### src/rtl/toggle_sched_pkg.sv
// Shared types and helpers for the periodic-inversion controller.
package toggle_sched_pkg;

  localparam int WIDTH_DEF    = 4;
  localparam int PERIOD_W_DEF = 8;
  localparam int COUNT_W_DEF  = 8;

  typedef enum logic [1:0] {
    S_IDLE = 2'd0,
    S_RUN  = 2'd1,
    S_DONE = 2'd2
  } state_e;

  // A zero period behaves as one cycle so the sequence can never stall.
  function automatic logic [31:0] eff_period(input logic [31:0] p);
    return (p == 32'd0) ? 32'd1 : p;
  endfunction

endpackage

### src/rtl/toggle_sched_timer.sv
// Reloadable down-counter: expire_o flags zero; an enabled expiry reloads.
module toggle_sched_timer
  import toggle_sched_pkg::*;
#(
  parameter int W = PERIOD_W_DEF
) (
  input  logic         clk,
  input  logic         rst_n,
  input  logic         load_i,
  input  logic         en_i,
  input  logic [W-1:0] reload_i,
  output logic         expire_o
);

  logic [W-1:0] cnt_q, cnt_d;

  assign expire_o = (cnt_q == '0);

  always_comb begin
    cnt_d = cnt_q;
    if (load_i) begin
      cnt_d = reload_i;
    end else if (en_i) begin
      cnt_d = expire_o ? reload_i : (cnt_q - W'(1));
    end
  end

  always_ff @(posedge clk or negedge rst_n) begin
    if (!rst_n) begin
      cnt_q <= '0;
    end else begin
      cnt_q <= cnt_d;
    end
  end

endmodule

### src/rtl/toggle_sched_ctrl.sv
// Periodic-inversion controller; define TOGGLE_SCHED_PAUSE_EN to add a pause input.
module toggle_sched_ctrl
  import toggle_sched_pkg::*;
#(
  parameter int WIDTH    = WIDTH_DEF,
  parameter int PERIOD_W = PERIOD_W_DEF,
  parameter int COUNT_W  = COUNT_W_DEF
) (
  input  logic                clk,
  input  logic                rst_n,
  input  logic                start,
  input  logic                stop,
  input  logic [PERIOD_W-1:0] period,
  input  logic [COUNT_W-1:0]  num_toggles,
  input  logic [WIDTH-1:0]    init_val,
`ifdef TOGGLE_SCHED_PAUSE_EN
  input  logic                pause,
`endif
  output logic [WIDTH-1:0]    value,
  output logic                toggle_pulse,
  output logic                busy,
  output logic                done,
  output logic [COUNT_W-1:0]  toggles_done
);

  state_e                state_q;
  logic [WIDTH-1:0]      value_q;
  logic                  pulse_q;
  logic                  busy_q;
  logic                  done_q;
  logic [COUNT_W-1:0]    tog_q;
  logic [PERIOD_W-1:0]   period_q;
  logic [COUNT_W-1:0]    num_q;

  logic                  pause_w;
  logic                  load;
  logic                  run_en;
  logic                  expire;
  logic                  fire;
  logic [PERIOD_W-1:0]   reload_val;
  logic [COUNT_W-1:0]    tog_inc;
  logic                  last;

`ifdef TOGGLE_SCHED_PAUSE_EN
  assign pause_w = pause;
`else
  assign pause_w = 1'b0;
`endif

  assign load       = (state_q == S_IDLE) && start;
  // On the accepting edge the fresh period is not latched yet, so use the port.
  assign reload_val = PERIOD_W'(eff_period(32'(load ? period : period_q)) - 32'd1);
  assign run_en     = (state_q == S_RUN) && !stop && !pause_w;
  assign fire       = run_en && expire;
  assign tog_inc    = tog_q + COUNT_W'(1);
  assign last       = (num_q != '0) && (tog_inc == num_q);

  toggle_sched_timer #(
    .W (PERIOD_W)
  ) u_timer (
    .clk      (clk),
    .rst_n    (rst_n),
    .load_i   (load),
    .en_i     (run_en),
    .reload_i (reload_val),
    .expire_o (expire)
  );

  always_ff @(posedge clk or negedge rst_n) begin
    if (!rst_n) begin
      state_q  <= S_IDLE;
      value_q  <= '0;
      pulse_q  <= 1'b0;
      busy_q   <= 1'b0;
      done_q   <= 1'b0;
      tog_q    <= '0;
      period_q <= '0;
      num_q    <= '0;
    end else begin
      pulse_q <= 1'b0;
      done_q  <= 1'b0;
      case (state_q)
        S_IDLE: begin
          if (start) begin
            value_q  <= init_val;
            tog_q    <= '0;
            period_q <= period;
            num_q    <= num_toggles;
            busy_q   <= 1'b1;
            state_q  <= S_RUN;
          end
        end
        S_RUN: begin
          // Abort wins over a coinciding expiry.
          if (stop) begin
            busy_q  <= 1'b0;
            state_q <= S_IDLE;
          end else if (fire) begin
            value_q <= ~value_q;
            pulse_q <= 1'b1;
            tog_q   <= tog_inc;
            if (last) begin
              busy_q  <= 1'b0;
              done_q  <= 1'b1;
              state_q <= S_DONE;
            end
          end
        end
        S_DONE: begin
          state_q <= S_IDLE;
        end
        default: begin
          state_q <= S_IDLE;
        end
      endcase
    end
  end

  assign value        = value_q;
  assign toggle_pulse = pulse_q;
  assign busy         = busy_q;
  assign done         = done_q;
  assign toggles_done = tog_q;

endmodule

### config.mk
export PLATFORM = sky130hd
export DESIGN_NAME = toggle_sched_ctrl
export DESIGN_NICKNAME = d
export VERILOG_FILES = /design/src/rtl/toggle_sched_pkg.sv /design/src/rtl/toggle_sched_timer.sv /design/src/rtl/toggle_sched_ctrl.sv
export SDC_FILE = /design/constraint.sdc
export NUM_CORES = 1
export LEC_CHECK = 0
export CAP_MARGIN = 20
export CORE_MARGIN = 1.5
export CORE_UTILIZATION = 41
export CTS_CLUSTER_DIAMETER = 120
export CTS_CLUSTER_SIZE = 40
export DETAILED_ROUTE_END_ITERATION = 12
export PLACE_DENSITY_LB_ADDON = 0.15
export SLEW_MARGIN = 30
export SYNTH_ARGS = -nofsm -noshare
export SYNTH_HDL_FRONTEND = slang
export SYNTH_SLANG_ARGS = --single-unit
export TNS_END_PERCENT = 1
### constraint.sdc
create_clock -name clk -period 2.98 [get_ports clk]
set_input_delay 0.745 -clock clk [delete_from_list [all_inputs] [get_ports clk]]
set_output_delay 0.745 -clock clk [all_outputs]
set_load 0.1 [all_outputs]
======== Yosys cells after proc, flatten, opt, wreduce, memory -nomap -nowiden ========
Index checks and enable logic that the tools add are counted.
storage, ports and cells
  register bits ........................... 41
  bits in latches ......................... 0
  bits in writable memories ............... 0
  bits in read-only memories .............. 0
  output and inout port bits .............. 15
  logic and storage cells ................. 65
  memories ................................ 0
operators by class
  add/sub/neg operators ................... 3
  multipliers ............................. 0
  divide/modulo/power cells ............... 0
  order comparisons ....................... 0
  equal/unequal tests ..................... 7
  shifts and indexed selects .............. 0
  mux-type cells .......................... 30
  bitwise logic cells ..................... 1
  reduce and logical (&&, ||, !) cells .... 15
operators by type and width
  kind                   count
  $mux W8                8
  $logic_not A32 Y1      1
  $pmux W8 S2            1
  $sub A8 B1 Y8 const B  2
  $mux W4                3
  $mux W1                11
  $add A8 B1 Y8 const B  1
  $eq A8 B8 Y1           1
  $logic_not A8 Y1       1
  $mux W2                4
  $pmux W4 S2            1
  $reduce_and A4 Y1      2
  $reduce_bool A8 Y1     1
  $ne A2 B2 Y1 const B   3
  $ne A3 B3 Y1 const B   2
  $logic_and A1 B1 Y1    4
  $not A4 Y4             1
  $pmux W2 S2            1
  $reduce_bool A2 Y1     2
  $reduce_and A3 Y1      1
  $eq A2 B1 Y1 const B   1
  $logic_not A2 Y1       1
  $pmux W1 S2            1
  $reduce_and A2 Y1      1
  $logic_not A1 Y1       1

======== Depth between registers and ports, before layout ========
Gate-level depths: netlist (run 1).
  depth after elaboration ................. 9
  gate-level depth with buffers ........... 13
  mapped depth without buffers ............ 10

======== Hierarchy ========
From an unflattened synthesis (run 1), not the netlist that was laid out.
second synthesis, totals
  cells, all modules ...................... 274
  area, all modules ....................... 2436.1 µm²
modules (own cells, without submodules)
  module              instances  cells each  area an instance (µm²)  sequential area each (µm²)
  toggle_sched_ctrl   1          199         1778.0                  825.8
  toggle_sched_timer  1          75          658.1                   200.2

======== Least setup slack after synthesis (run 1) ========
No wires, ideal clock.
  path kind ............................... input -> register
  start point ............................. input port start
  end point ............................... register u_timer.cnt_q[6]
  setup time .............................. 126 ps
  arrival time ............................ 2572 ps
  setup slack ............................. 282 ps
  cell stages on the path ................. 12
  path buffers ............................ 2
  cell sequence ........................... nor3b_2 -> clkbuf_1 -> buf_1 -> nand2_1 -> nand2_1 -> inv_1 -> ha_1 -> nor3b_1 -> mux2i_1 -> a21oi_2 -> xnor2_1 -> a21oi_1
between the ends
  longest elaborated chain between the ends .. 8
  elaborated cells on any way between the ends .. 9
  those cells by class .................... add/sub: 1; mux: 5; reduce/logical: 3
ends and longest elaborated chain
  item                   RTL line                  RTL
  start, declared        toggle_sched_ctrl.sv:11   input logic start,
  $logic_and A1 B1 Y1 *  toggle_sched_ctrl.sv:50   assign load = (state_q == S_IDLE) && start;
  $mux W8                toggle_sched_ctrl.sv:52   assign reload_val = PERIOD_W'(eff_period(32'(load ? period : period_q)) - 32'd1);
  $logic_not A32 Y1      toggle_sched_pkg.sv:16    return (p == 32'd0) ? 32'd1 : p;
  $mux W8                toggle_sched_pkg.sv:16
  $sub A8 B1 Y8          toggle_sched_ctrl.sv:52
  $mux W8                toggle_sched_timer.sv:24  cnt_d = expire_o ? reload_i : (cnt_q - W'(1));
  $mux W8                toggle_sched_timer.sv:23  end else if (en_i) begin
  $mux W8                toggle_sched_timer.sv:21  if (load_i) begin
  end signal, assigned   toggle_sched_timer.sv:32  cnt_q <= cnt_d;
  end, declared          toggle_sched_timer.sv:15  logic [W-1:0] cnt_q, cnt_d;
Mark *: on every way between the ends. The rest lies on a longest branch, timed or not. The select of a mux whose other input is x is not followed.
A chain may end at the register's enable or synchronous reset.

======== Final worst setup path (run 1) ========
Ends and elaborated chain as after synthesis.

==> impl_metrics.ini, run 1 <==
[status]
status = completed

[timing]
fmax_mhz = 350
rsz0062_at_grt = false
fin_ws_ns = 0.121
skew_ns = 0.00795
hold_violations = 0
tns_ns = 0
finalCritPeriodShare = 0.959
setup_viol = 0
timing.slew.headroom = 0.616
slew_violations = 0
worst_pin_slew_ns = 0.574
period_needed_ns = 2.86

[critical_path]
crit_type = in -> reg
rrSetupSlack_ns = 0.62
r2r_cells = 10
path_max_fanout = 6
crit_family = simple AND/OR/NAND/NOR gates
max_stage_delay_ns = 0.50
critPathLaunchType = input pin
r2r_start = state_q[0]
critical_path.slowest_cell = clkdlybuf4s50_1
cp.required_ns = 3.16
endpoint = u_timer.cnt_q[6]
r2r-end = u_timer.cnt_q[6]
crit_buf_inv = 2
crit_chain = clkdlybuf4s50_1 > or3b_4 > mux2_4 > clkinv_1 > a21oi_2 > ha_1 > nor3b_2 > mux2i_1 > a21oi_2 > xnor2_1 > a21oi_1
crit_path_frequent_cell = a21oi_2
worstSetupStartpoint = start
cp-end-kind = register
path_depth = 11
cp.arrival_ns = 3.04

[synth]
synth_top_area_cell = dfrtp_1
avgSynthCellArea_um2 = 8.93
yosysSeqAreaShare = 0.418
ys.flop_type = dfrtp_1
syn_inst = 275
synth_area_um2 = 2460
synth_area_leaders = dfrtp_1, nand2_1, a21oi_1, xnor2_1, xor2_1
ys_types = 61
syn-num-nets = 303
yosys.cell_count.top_type = nand2_1
ys_ff_latch = 41
ys_warn_count = 0
synth_top_area_frac = 0.418
async_flop_share = 1.00
synth_commonest_cells = nand2_1, dfrtp_1, a21oi_1
synth_edf_count = 0

[cts]
cts_hold_buf = 0
root_buffer = clkbuf_8
cts.sinks = 41
clk_pin_slew_ns = 0.08
htreeDepth = 2
postCtsSetupBuffers = 0
cts_resized = 0
cts_tree = yes
clock_latency_ns = 0.29
cts_buffers = 5
clk_path_buf_depth = 2

[routing]
wl_per_cell_um = 14.4
dr_wl_met2_mm = 2.44
wl_mm = 5.76
detail-route-antenna-nets = 0
drc = 0
dr.max_layer_used = met4
wirelength_met1_mm = 3.01
first_pass_iters = 4
viasPerCell = 5.41
drt_iter0_drc = 128
via_count = 2160
dr_wl_met3_um = 261

[power]
p_seq_frac = 0.350
p_sw_frac = 0.461
combPwrFrac = 0.482
p_leak_nw = 1.36
p_per_area_nw_per_um2 = 919
p_sw_w = 0.00130
vdd_drop_max_mv = 0.445
internal_power_w = 0.00152
p_clk_frac = 0.167

[global_routing]
grt_usage = 0.189
grt_max_degree = 42
grt_pass1_wl_mm = 9.39
antenna_found_initial = 0
grt_pass1_vias = 1907
overflow = 0

[placement]
dp_cells = 391
place_ws_ns = -0.231
hpwl_mm = 4.24
gp_congestion = 0.846
port_buffers = 38

[cells_and_area]
drive_above_1_share = 0.188
syn_to_final_growth_pct = 24.6
n_antenna_cell = 0
layout.cells.non_filler = 399
finalNetCount = 351

[die]
die_w_um = 80.4
top_level_ports = 39
rows = 28
dieArea_um2 = 6460
start_util = 0.420
die_h_um = 80.4
core_area_um2 = 5850

[run]
cap_violations = 0

[min_path]
hp-class = in -> async
-- registers in the layout, summed over array words and instances (netlist names) --
register       cells
busy               1
done               1
num_q              8
period_q           8
state_q            2
toggle_pulse       1
toggles_done       8
u_timer.cnt_q      8
value              4
-- cell type report --
| class | instances | area, um^2 |
|---|---|---|
| inverters | 9 | 33.8 |
| flip-flops and latches | 41 | 1030 |
| well taps | 75 | 93.8 |
| fillers | 564 | 2790 |
| clock inverters | 1 | 30.0 |
| multi-input cells | 211 | 1320 |
| repair buffers | 55 | 468 |
| clock buffers | 7 | 86.3 |
-- worst reg2reg max path, stage by stage (launching register included) --
cell	delay [ns]
dfrtp_1	0.43
or3b_4	0.46
mux2_4	0.32
clkinv_1	0.07
a21oi_2	0.06
ha_1	0.20
nor3b_2	0.16
mux2i_1	0.25
a21oi_2	0.06
xnor2_1	0.15
a21oi_1	0.08
-- power groups by stage --
stage | clock network [W] | logic [W] | registers (W)
2_1_floorplan | 0 | 0.000696 | 0.00127
3_3_place_gp | 0 | 0.00134 | 0.000988
3_5_place_dp | 0 | 0.00136 | 0.000990
4_1_cts | 0.000483 | 0.00136 | 0.000980
5_1_grt | 0.000507 | 0.00149 | 0.00101
6_report | 0.000471 | 0.00136 | 0.000985
-- cell families after synthesis --
| kind of cell | synth area share |
|---|---|
| buffers and inverters | 0.0474 |
| and+or+nand+nor | 0.279 |
| AOI/OAI and AO/OA | 0.160 |
| DFF | 0.418 |
| adders and majority gates | 0.0204 |
| xor gates and xnor gates | 0.0464 |
| muxes | 0.0285 |
-- layout by cell type (no fill, tap or decap), types with 2 or more instances in the layout --
cell,count
nand2_1,58
dfrtp_1,41
buf_4,33
clkdlybuf4s50_1,22
a21oi_1,15
nor2_1,12
nor3_1,10
nand3_1,10
o21ai_0,10
inv_1,8
xnor2_1,7
or3_1,7
nor4_1,6
xor2_1,6
a31oi_1,6
clkbuf_8,6
ha_1,4
and3_1,3
nand2b_1,3
nor3_2,3
nor3b_2,2
a22o_1,2
a21oi_2,2
mux2_2,2
a211o_1,2
nor3b_1,2
nand4_1,2
o211a_1,2
o22ai_1,2
or4_1,2
o21ai_1,2
a41oi_1,2
-- per-layer routing --
| metal | vias to the layer above | track usage |
|---|---|---|
| li1 | 1083 | - |
| met1 | 1019 | 0.280 |
| met2 | 51 | 0.276 |
| met3 | 7 | 0.0432 |
| met4 | 0 | 0.0431 |
| met5 | - | 0 |
-- how the worst min path moves through the flow --
| stage | startpoint | end | slack, ns | cells after the start |
|---|---|---|---|---|
| finish | rst_n | u_timer.cnt_q[1] | 0.42 | 1 |
| CTS | num_q[1] | num_q[1] | 0.51 | 2 |
| global route | rst_n | value[2] | 0.47 | 1 |
| detailed placement | num_q[0] | num_q[0] | 0.50 | 2 |
| floorplan | rst_n | busy | 0.45 | 0 |
| global placement | value[3] | value[3] | 0.48 | 2 |
-- through the flow --
stage	hold slack [ns]	power [W]	utilization	instance area, um^2
after floorplan	0.449	0.00197	-	2460
after global placement	0.481	0.00233	0.501	2930
after detailed placement	0.495	0.00235	0.501	2930
after CTS	0.512	0.00283	0.521	3050
after global routing	0.465	0.00301	0.523	3060
final	0.423	0.00281	0.523	3060
(Power assumes the default switching activity.)
==> run 2: changes to the inputs <==
- CAP_MARGIN: 20 -> not set
==> results of run 2 <==
Final layout, timing and power as in run 1 (identical DEF).
